## config.mk

```make
export PLATFORM = sky130hd
export DESIGN_NAME = rggen_bus_exporter_multi
export DESIGN_NICKNAME = d
export VERILOG_FILES = /design/src/rtl/rggen_rtl_pkg.sv /design/src/rtl/rggen_onehot_to_index.sv /design/src/rtl/rggen_bus_exporter_multi.sv
export SDC_FILE = /design/constraint.sdc
export NUM_CORES = 1
export LEC_CHECK = 0
export CAP_MARGIN = 20
export CORE_UTILIZATION = 44
export DETAILED_ROUTE_END_ITERATION = 12
export PLACE_DENSITY_LB_ADDON = 0.25
export SKIP_LAST_GASP = 1
export SLEW_MARGIN = 40
export SYNTH_ARGS = -nofsm -noshare
export SYNTH_HDL_FRONTEND = slang
export SYNTH_HIERARCHICAL = 1
export SYNTH_SLANG_ARGS = --single-unit
```

## constraint.sdc

```tcl
create_clock -name clk -period 4.8 [get_ports clk]
set_input_delay 0.96 -clock clk [delete_from_list [all_inputs] [get_ports clk]]
set_output_delay 0.96 -clock clk [all_outputs]
set_load 0.005 [all_outputs]
```

## src/rtl/rggen_rtl_pkg.sv

```systemverilog
// Shared types and helpers for the rggen bus exporter family.
package rggen_rtl_pkg;

  typedef enum logic [1:0] {
    RGGEN_OKAY        = 2'b00,
    RGGEN_SLAVE_ERROR = 2'b10,
    RGGEN_TIMEOUT     = 2'b11
  } rggen_status;

  typedef enum logic [1:0] {
    IDLE = 2'b00,
    BUSY = 2'b01,
    RESP = 2'b10
  } rggen_exporter_state;

  // Index width that stays at least one bit for single-entry ranges.
  function automatic int unsigned rggen_index_width(input int unsigned n);
    if (n <= 1) return 1;
    return $clog2(n);
  endfunction

endpackage

```

## src/rtl/rggen_onehot_to_index.sv

```systemverilog
// Lowest-set-bit priority encoder used to pick the active exporter channel.
module rggen_onehot_to_index
  import rggen_rtl_pkg::*;
#(
  parameter int unsigned WIDTH       = 2,
  parameter int unsigned INDEX_WIDTH = rggen_index_width(WIDTH)
) (
  input  logic [WIDTH-1:0]       select_i,
  output logic [INDEX_WIDTH-1:0] index_c,
  output logic                   found_c
);

  // Scan from the top so the lowest set bit is the last one written.
  always_comb begin
    index_c = '0;
    found_c = 1'b0;
    for (int i = int'(WIDTH) - 1; i >= 0; i--) begin
      if (select_i[i]) begin
        index_c = INDEX_WIDTH'(i);
        found_c = 1'b1;
      end
    end
  end

endmodule

```

## src/rtl/rggen_bus_exporter_multi.sv

```systemverilog
// Multi-window bus exporter: forwards one latched host command to the selected
// external channel and returns its response, with an optional watchdog abort.
module rggen_bus_exporter_multi
  import rggen_rtl_pkg::*;
#(
  parameter int unsigned DATA_WIDTH             = 32,
  parameter int unsigned LOCAL_ADDRESS_WIDTH    = 8,
  parameter int unsigned EXTERNAL_ADDRESS_WIDTH = 7,
  parameter int unsigned CHANNELS               = 2,
  parameter logic [CHANNELS*LOCAL_ADDRESS_WIDTH-1:0] START_ADDRESS = '0,
  parameter int unsigned TIMEOUT_CYCLES         = 256
) (
  input  logic                                 clk,
  input  logic                                 rst_n,
  input  logic                                 i_valid,
  input  logic [CHANNELS-1:0]                  i_select,
  input  logic                                 i_write,
  input  logic                                 i_read,
  input  logic [LOCAL_ADDRESS_WIDTH-1:0]       i_address,
  input  logic [DATA_WIDTH/8-1:0]              i_strobe,
  input  logic [DATA_WIDTH-1:0]                i_write_data,
  output logic                                 o_ready,
  output logic [DATA_WIDTH-1:0]                o_read_data,
  output logic [1:0]                           o_status,
  output logic [CHANNELS-1:0]                  o_valid,
  output logic                                 o_write,
  output logic                                 o_read,
  output logic [EXTERNAL_ADDRESS_WIDTH-1:0]    o_address,
  output logic [DATA_WIDTH/8-1:0]              o_strobe,
  output logic [DATA_WIDTH-1:0]                o_write_data,
  input  logic [CHANNELS-1:0]                  i_ready,
  input  logic [CHANNELS*DATA_WIDTH-1:0]       i_read_data,
  input  logic [CHANNELS*2-1:0]                i_status
);

  localparam int unsigned STRB_W  = DATA_WIDTH / 8;
  localparam int unsigned IDX_W   = rggen_index_width(CHANNELS);
  localparam int unsigned CNT_W   = rggen_index_width(TIMEOUT_CYCLES + 1);
  localparam int unsigned TO_LAST = (TIMEOUT_CYCLES == 0) ? 0 : TIMEOUT_CYCLES - 1;

  rggen_exporter_state               state_q;
  logic [IDX_W-1:0]                  ch_q;
  logic [CNT_W-1:0]                  cnt_q;
  logic [CHANNELS-1:0]               valid_q;
  logic                              write_q;
  logic                              read_q;
  logic [EXTERNAL_ADDRESS_WIDTH-1:0] addr_q;
  logic [STRB_W-1:0]                 strobe_q;
  logic [DATA_WIDTH-1:0]             wdata_q;
  logic                              ready_q;
  logic [DATA_WIDTH-1:0]             rdata_q;
  logic [1:0]                        status_q;

  logic [IDX_W-1:0]               sel_idx;
  logic                           sel_found;
  logic                           accept;
  logic [LOCAL_ADDRESS_WIDTH-1:0] rel_addr;
  logic                           sel_ready;
  logic [DATA_WIDTH-1:0]          sel_rdata;
  logic [1:0]                     sel_status;
  logic                           timeout_hit;

  rggen_onehot_to_index #(
    .WIDTH       (CHANNELS),
    .INDEX_WIDTH (IDX_W)
  ) u_select (
    .select_i (i_select),
    .index_c  (sel_idx),
    .found_c  (sel_found)
  );

  assign accept      = i_valid && sel_found && (i_write || i_read);
  assign rel_addr    = i_address - START_ADDRESS[sel_idx*LOCAL_ADDRESS_WIDTH +: LOCAL_ADDRESS_WIDTH];
  assign sel_ready   = i_ready[ch_q];
  assign sel_rdata   = i_read_data[ch_q*DATA_WIDTH +: DATA_WIDTH];
  assign sel_status  = i_status[ch_q*2 +: 2];
  assign timeout_hit = (TIMEOUT_CYCLES != 0) && (cnt_q == CNT_W'(TO_LAST));

  always_ff @(posedge clk) begin
    if (!rst_n) begin
      state_q  <= IDLE;
      ch_q     <= '0;
      cnt_q    <= '0;
      valid_q  <= '0;
      write_q  <= 1'b0;
      read_q   <= 1'b0;
      addr_q   <= '0;
      strobe_q <= '0;
      wdata_q  <= '0;
      ready_q  <= 1'b0;
      rdata_q  <= '0;
      status_q <= '0;
    end else begin
      case (state_q)
        IDLE: begin
          if (accept) begin
            ch_q     <= sel_idx;
            write_q  <= i_write;
            read_q   <= i_read;
            addr_q   <= EXTERNAL_ADDRESS_WIDTH'(rel_addr);
            strobe_q <= i_strobe;
            wdata_q  <= i_write_data;
            valid_q  <= CHANNELS'(1) << sel_idx;
            cnt_q    <= '0;
            state_q  <= BUSY;
          end
        end
        BUSY: begin
          cnt_q <= cnt_q + CNT_W'(1);
          // A ready arriving on the watchdog's last cycle still delivers real data.
          if (sel_ready) begin
            valid_q  <= '0;
            ready_q  <= 1'b1;
            rdata_q  <= write_q ? '0 : sel_rdata;
            status_q <= sel_status;
            state_q  <= RESP;
          end else if (timeout_hit) begin
            valid_q  <= '0;
            ready_q  <= 1'b1;
            rdata_q  <= '0;
            status_q <= RGGEN_TIMEOUT;
            state_q  <= RESP;
          end
        end
        RESP: begin
          ready_q  <= 1'b0;
          rdata_q  <= '0;
          status_q <= '0;
          write_q  <= 1'b0;
          read_q   <= 1'b0;
          cnt_q    <= '0;
          state_q  <= IDLE;
        end
        default: state_q <= IDLE;
      endcase
    end
  end

  assign o_ready      = ready_q;
  assign o_read_data  = rdata_q;
  assign o_status     = status_q;
  assign o_valid      = valid_q;
  assign o_write      = write_q;
  assign o_read       = read_q;
  assign o_address    = addr_q;
  assign o_strobe     = strobe_q;
  assign o_write_data = wdata_q;

endmodule

```

# --- Word-level counts from Yosys, hierarchy flattened ---
# Cells that the tools add are included.
word_totals:
  ramBits: 0
  ff_bits: 94
  latch_bits: 0
  mem_count: 0
  input_bits: 121
  mem_bits_ro: 0
classes:
  n_mul: 0
  n_shift: 4
  div_mod_pow: 0
  muxes: 29
  magnitude_cmp: 1
  bitwise: 0
  n_addsub: 2
  n_reduce_logical: 14
  n_eq_ne: 5
op_table:
  columns: ["cell", "count"]
  rows:
  - ["2-to-1 mux 32 bit", 3]
  - ["one-hot mux 32 bit (2 select lines)", 1]
  - ["variable part select 64 x 7 -> 32 bit", 1]
  - ["one-hot mux 9 bit (3 select lines)", 1]
  - ["2-to-1 mux 2 bit", 8]
  - ["variable part select 16 x 5 -> 7 bit, first input constant", 1]
  - ["one-hot mux 2 bit (2 select lines)", 3]
  - ["AND reduction 2 bit", 5]
  - ["adder 9 x 1 -> 9 bit, second input constant", 1]
  - ["equality test 9 x 8 -> 1 bit, second input constant", 1]
  - ["2-to-1 mux 1 bit", 9]
  - ["2-to-1 mux 9 bit", 1]
  - ["subtractor 7 bit", 1]
  - ["one-hot mux 1 bit (2 select lines)", 3]
  - ["nonzero test 2 bit", 3]
  - ["variable part select 4 x 3 -> 2 bit", 1]
  - ["inequality test 3 bit, second input constant", 1]
  - ["AND reduction 3 bit", 1]
  - ["nonzero test 3 bit", 1]
  - ["equality test 2 x 1 -> 1 bit, second input constant", 1]
  - ["equality test 2 bit, second input constant", 1]
  - ["logical AND 1 bit", 2]
  - ["zero test 2 bit", 1]
  - ["< comparator 1 x 2 -> 1 bit, second input constant", 1]
  - ["other kinds (3)", 3]

# --- Longest topological paths before layout ---
# Gate-level depths: netlist (run 1).
logic_depth:
  ltp_word: 6
  mapped_depth: 9

# --- By module ---
# Netlist (run 1), hierarchy kept.
modules_own_cells:
  columns: ["module", "area_per_inst_um2", "cells_each", "seq_area_each_um2", "n_inst"]
  rows:
  - ["rggen_bus_exporter_multi", 4144.0, 456, 1881.8, 1]
  - ["rggen_onehot_to_index", 12.5, 2, 0.0, 1]

# --- Least setup slack after synthesis (run 1) ---
# OpenSTA, ideal clock, no wires.
synth_path:
  kind: "in2reg"
  from: "input i_select[1]"
  to: "register ch_q"
  setup_time_ns: 0.070
  stages: 6
  setup_slack_ns: 2.747
  arrival_ns: 1.983
  required_time_ns: 4.730
  path_cell_list: "or2_1 o2111ai_1 buf_2 buf_2 nand2_1 a21oi_1"
synth_via:
  elab_chain_len: 5
synth_rtl:
  columns: ["item", "line", "text"]
  rows:
  - ["from (decl)", "rggen_bus_exporter_multi.sv:16", "input logic [CHANNELS-1:0] i_select,"]
  - ["2-to-1 mux 1 bit *", "rggen_onehot_to_index.sv:18", "if (select_i[i]) begin"]
  - ["2-to-1 mux 1 bit", "rggen_onehot_to_index.sv:18", null]
  - ["logical AND 1 bit (2 in a row)", "rggen_bus_exporter_multi.sv:72", "assign accept = i_valid && sel_found && (i_write || i_read);"]
  - ["AND reduction 2 bit (no line)", null, null]
  - ["to (signal assigned)", "rggen_bus_exporter_multi.sv:97", "ch_q <= sel_idx;"]
  - ["to (decl)", "rggen_bus_exporter_multi.sv:42", "logic [IDX_W-1:0] ch_q;"]
# Mark *: on every way between the ends. The rest lies on a longest branch, timed or not.
# A chain may end at the register's enable or synchronous reset.

# --- Worst setup path in the final report (run 1) ---
layout_path:
  from: "input i_select[0]"
  to: "register cnt_q[5]"
layout_via:
  elab_chain_len: 5
layout_rtl:
  columns: ["item", "line", "text"]
  rows:
  - ["2-to-1 mux 1 bit", "rggen_onehot_to_index.sv:18", null]
  - ["via sel_found", "rggen_bus_exporter_multi.sv:55", "logic sel_found;"]
  - ["logical AND 1 bit (2 in a row)", "rggen_bus_exporter_multi.sv:72", null]
  - ["inequality test 2 bit (no line)", null, null]
  - ["AND reduction 2 bit (no line)", null, null]
  - ["to (signal assigned)", "rggen_bus_exporter_multi.sv:109", "cnt_q <= cnt_q + CNT_W'(1);"]
  - ["to (decl)", "rggen_bus_exporter_multi.sv:43", "logic [CNT_W-1:0] cnt_q;"]
# The timed path passes the listed nets, and every way through them passes these cells.

==> flow_summary.yaml, run 1 <==
layout:
  nNetsFinal: 767
  fillers: 751
  syn2layout_area_growth_pct: 53.94
  fin_util_pct: 69.58
  drive_above_1_share_pct: 8.837
  multi_input_comb_area_sq_um: 2082
  seq_area_sq_um: 1886
  antennaDiodeCount: 0
logic_synthesis:
  syn_nets: 585
  syn-instance-count: 458
  synth_top_family_by_area: "compound AO/OA/AOI/OAI gates"
  synth_xor_area_share_pct: 0
  synthArstFlopShare_pct: 0
  synthesis.area_sq_um: 4156
  ys_warn_count: 6
  muxShareOfSynthArea_pct: 9.031
  synth-compound-area-share_pct: 21.10
  synth-edff-count: 0
  synth.distinct_cells: 45
  yosysSeqAreaShare_pct: 45.27
  syn_area_per_cell_sq_um: 9.075
  synthSimpleGateAreaFrac_pct: 17.52
  synthFlopType: "dfxtp_1"
  yosys_register_bits: 94
  synthAdderAreaFrac_pct: 1.806
sta:
  finalCriticalPeriod_ns: 2.490
  slew_headroom_pct: 47.04
  rsz0062_at_grt: "no"
  post-route-period-util_pct: 51.88
  fmax_mhz: 401.5
  finalMaxSlewViolations: 0
  finalSetupViolCount: 0
  tns_ns: 0
  fin_worst_skew_ns: 0.01214
  finalHoldViolations: 0
  tightest_slew_ns: 0.7895
clocking:
  htree_num_levels: 3
  cts_buffer_depth: 2
  cts_setup_buffers: 0
  clock_sinks: 94
  cts_tree: "done"
  cts.clk_slew.worst_paths_ns: 0.09
  clk_latency_ns: 0.36
  cts_hold_buf: 0
  cts-root-buf: "clkbuf_8"
  ctsResizeCount: 0
  numCtsBuffers: 9
floorplan:
  rows: 35
  core_area_sq_um: 9196
  dieArea_sq_um: 9840
  start_util_pct: 45.20
  ioPinCount: 203
  die_h_microns: 99.20
  die_w_microns: 99.20
route:
  dr_total_vias: 4004
  drtIter0Drc: 177
  routedWlPerCell_microns: 15.42
  totalWireLength_mm: 11.66
  drtPass1Iterations: 4
  drc: 0
  postRouteAntennaNets: 0
  route.detailed.vias_per_inst: 5.296
critical_path:
  cp_max_fo: 20
  cp.arrival_ns: 2.79
  start_kind: "input port"
  worst_setup_path_end_kind: "flip-flop"
  worstSetupPathType: "input port to flip-flop"
  cp.required_ns: 5.10
global_routing:
  grt_overflow: 0
  antenna_found_initial: 0
  first_global_vias: 3893
  grt_max_degree: 55
  grt_pass1_wl_mm: 18.59
  grt_use_total_pct: 23.34
power:
  leakagePower_nw: 2.182
  p_per_area_nw_per_um2: 369.5
  ir_drop_mv: 0.2167
worst_hold_path:
  hold_class: "flip-flop to flip-flop"
place:
  dp_hpwl_mm: 8.458
  numPortBuffers: 201
  gp_congestion: 0.7554
job:
  max_cap_viol_count: 0
status:
  status: "completed"
## area by class of cell
cell class,instances,area share [%]
repair buffers,208,32.50
multi-input cells,320,32.54
flip-flops and latches,94,29.47
clock buffers,12,2.425
inverters,7,0.4106
well taps,111,2.171
clock inverters,4,0.4889
## through the flow
| step | instances | hold WS, ns | instance area (sq um) | power, mW | setup slack (ns) |
|---|---|---|---|---|---|
| floorplan | 458 | 0.4435 | 4156 | 1.494 | 2.747 |
| global placement | 739 | 0.4418 | 6175 | 1.838 | 1.793 |
| detailed placement | 740 | 0.4453 | 6212 | 1.886 | 1.934 |
| CTS | 756 | 0.4586 | 6399 | 2.381 | 2.312 |
| global route | 756 | 0.4769 | 6399 | 2.489 | 2.116 |
| finish | 756 | 0.4573 | 6399 | 2.365 | 2.310 |
## worst max-delay path: stages
cell	delay [ns]
clkdlybuf4s50_1	0.47
or2_1	0.18
o2111ai_4	0.37
buf_16	0.30
a2111oi_0	0.36
a311o_1	0.16
## registers in the layout, summed over array words and instances, names as in the netlist
signal	count
o_status	2
state_q	2
o_valid	2
o_strobe	4
cnt_q	9
o_read	1
o_read_data	32
o_address	7
o_write_data	32
ch_q	1
o_write	1
o_ready	1
## placed cells by master (no fill, tap or decap), types with 2 or more instances in the layout
| cell type | count |
|---|---|
| a211o_1 | 3 |
| a21oi_1 | 50 |
| a32o_1 | 2 |
| and2_1 | 2 |
| and3_1 | 2 |
| buf_4 | 6 |
| clkbuf_8 | 11 |
| clkdlybuf4s50_1 | 200 |
| clkinvlp_4 | 3 |
| dfxtp_1 | 93 |
| ha_1 | 6 |
| inv_1 | 6 |
| mux2i_1 | 36 |
| nand2_1 | 128 |
| nand2b_1 | 3 |
| nand3_1 | 8 |
| nand3b_1 | 5 |
| nand4_1 | 6 |
| nand4b_1 | 3 |
| nor2b_1 | 4 |
| o2111a_1 | 2 |
| o2111ai_1 | 2 |
| o211ai_1 | 6 |
| o221ai_1 | 2 |
| o22ai_1 | 2 |
| o22ai_2 | 30 |
## power by group
part	total (mW)	leakage, nW	switching [mW]	internal, mW
combinational	0.905	1.33	0.460	0.445
clock	0.495	0.0848	0.277	0.218
sequential	0.965	0.766	0.0672	0.897
total	2.36	2.18	0.804	1.56
## worst paths after layout
kind | from | to | slack, ns | cells after the start
max reg2reg | cnt_q[0] | o_status[0] | 2.48 | 7
max | i_select[0] | cnt_q[5] | 2.31 | 6
min | o_strobe[3] | o_strobe[3] | 0.46 | 2
min reg2reg | o_strobe[3] | o_strobe[3] | 0.46 | 2
## Yosys cell counts (2+ instances only)
cell type    n  area share [%]
nand3_1      8            0.96
o22ai_1      2            0.30
dfxtp_1     94              45
o2111a_1     2            0.54
o211ai_1     6             1.1
nand4b_1     3            0.63
ha_1         6             1.8
nand2b_1     3            0.45
nand4_1      6            0.90
o221ai_1     2            0.42
buf_1        3            0.27
and3_1       2            0.30
mux2i_1     36             8.7
a211o_1      3            0.63
o2111ai_1    3            0.63
nand3b_1     5            0.90
buf_2       10             1.2
nor2b_1      4            0.60
inv_1        6            0.54
a21oi_1     50             6.0
buf_6        5             1.4
clkbuf_1    18             1.6
a32o_1       2            0.48
nand2_1    128              12
and2_1       2            0.30
o22ai_2     30             9.0
## per-layer routing
metal	vias up	global-route usage (%)	routed length, microns
met5	-	0	0
met4	0	7.805	172
met3	15	6.254	1015
met2	155	40.83	5668
met1	1872	27.79	4802
li1	1962	-	-
## cells by family (layout without fill, tap and decap cells)
kind of cell | count (synthesis) | after routing
AND/OR/NAND/NOR | 167 | 167
AO/OA/AOI/OAI | 110 | 110
flip-flops | 94 | 94
buffers and inverters | 44 | 231
multiplexers | 37 | 37
adder cells (fa/ha/maj) | 6 | 6
Power figures use the tool's default switching activity.
==> run 2: changes to the inputs <==
CORE_UTILIZATION = 37   (was 44)
clock period = 2.2 ns   (was 4.8 ns; I/O delays follow)
==> run 2 against run 1 <==
Cell count grew 5.0%. Worst setup slack lost 2.2 ns. Clock-buffer cell count shrank 2. Core utilization shrank 9.2 points. Critical endpoint is now o_valid[0]. Largest cell class is now buffers.
==> flow_summary.yaml, run 2 (synthesis results as in run 1) <==
layout:
  final_common_cell: "clkdlybuf4s50_1"
  drive_above_1_share_pct: 10.24
  syn2layout_area_growth_pct: 58.13
  stdcell_count: 794
  layout_common_cells: "200 x clkdlybuf4s50_1, 128 x nand2_1, 93 x dfxtp_1, 50 x a21oi_1, 36 x mux2i_1"
  antennaDiodeCount: 0
  nNetsFinal: 776
  design_area_sq_um: 6573
  fin_util_pct: 60.37
global_routing:
  grt_use_total_pct: 21.43
  first_global_vias: 4121
  grt_max_degree: 44
  grt_overflow: 0
  antenna_found_initial: 0
  grt_pass1_wl_mm: 19.60
route:
  route.detailed.vias_per_inst: 5.115
  dr_total_vias: 4061
  drtIter0Drc: 148
  drtPass1Iterations: 4
  routedWlPerCell_microns: 15.53
  drc: 0
  postRouteAntennaNets: 0
  totalWireLength_mm: 12.33
sta:
  tns_ns: 0
  fmax_mhz: 471.8
  fin_worst_skew_ns: 0.01218
  slew_headroom_pct: 61.07
  tightest_slew_ns: 0.5840
  finalMaxSlewViolations: 0
  finalCriticalPeriod_ns: 2.119
  finalWorstSetupSlack_ns: 0.08059
  worst_hold_slack_ns: 0.4576
  rsz0062_at_grt: "yes"
  finalSetupViolCount: 0
  finalHoldViolations: 0
  post-route-period-util_pct: 96.34
place:
  pre_cts_ws_ns: 0.05401
  placed_cell_area_sq_um: 6316
  numPortBuffers: 201
  dp_hpwl_mm: 8.965
  gp_congestion: 0.8050
  place_inst: 777
status:
  status: "completed"
floorplan:
  core_area_sq_um: 10890
  start_util_pct: 38.18
  die_h_microns: 108.0
  dieArea_sq_um: 11660
  ioPinCount: 203
  die_w_microns: 108.0
  rows: 38
clocking:
  htree_num_levels: 3
  clk_latency_ns: 0.36
  numCtsBuffers: 9
  cts.clk_slew.worst_paths_ns: 0.10
  cts_hold_buf: 0
  cts-root-buf: "clkbuf_8"
  clock_sinks: 94
  cts_buffer_depth: 2
  cts_tree: "done"
critical_path:
  start_kind: "flip-flop"
  slowest_delay_ns: 0.38
  cpMaxStageDelayCell: "o32ai_1"
  crit_chain: "ha_1, and3_1, and2_1, and3_1, ha_1, buf_4, o32ai_1, a32o_1"
  cp_max_fo: 4
  worst_setup_path_end_kind: "flip-flop"
  worstSetupPathType: "flip-flop to flip-flop"
  cp.arrival_ns: 2.43
  cp.required_ns: 2.51
power:
  power.total_mw: 5.568
  ir_drop_mv: 0.4026
  p_per_area_nw_per_um2: 847.2
  leakagePower_nw: 2.269
job:
  max_cap_viol_count: 0
worst_hold_path:
  hold_class: "flip-flop to flip-flop"
[run 2: cell count changes in the layout (fill, tap and decap cells not counted), moves of 2 or more]
cell and delta:
buf_4 +6, buf_12 +3, clkinvlp_4 -3, bufinv_16 +2
[run 2: critical path, delay by kind of cell, from the launching register on]
kind	cells	cell delay (ns)
adders and majority gates	2	0.42
DFF	1	0.34
and+or+nand+nor	3	0.56
AOI/OAI and AO/OA	2	0.60
buffers and inverters	1	0.14
[run 2: layout make-up]
class | count | area, sq um
clock inverter | 6 | 93.84
fill | 1003 | 4315
sequential | 94 | 1883
inverter | 7 | 26.28
timing repair buffer | 217 | 2182
clock buffer | 10 | 137.6
multi-input combinational | 320 | 2074
tap | 140 | 175.2
[run 2: worst paths after layout]
path,startpoint,to,slack [ns],depth (start not counted)
min,o_strobe[3],o_strobe[3],0.46,2
min reg2reg,o_strobe[3],o_strobe[3],0.46,2
max,cnt_q[0],o_valid[0],0.08,8
max reg2reg,cnt_q[0],o_valid[0],0.08,8
[run 2: report_power, final]
part	total, mW	internal [mW]	leakage (nW)	switching (mW)
Combinational	2.17	1.10	1.39	1.08
Clock	1.31	0.681	0.118	0.625
Sequential	2.09	1.96	0.765	0.131
Total	5.57	3.74	2.27	1.83
[run 2: repair_timing]
item                                   in CTS  in global routing
gates resized for setup                     0                  0
buffers inserted                            0                  0
setup endpoints to repair                   0                 37
endpoints found under the hold margin       0                  0
[run 2: layer usage]
metal	wire [microns]	vias to the layer above	global-route usage, %
met3	1280	12	7.535
met4	195	0	8.708
li1	-	1988	-
met1	5052	1891	24.49
met5	0	-	0
met2	5802	170	36.31
==> run 3: changes to the inputs <==
CAP_MARGIN = unset   (was 20)
==> results of run 3 <==
No change in the layout: final DEF, timing and power equal those of run 2.
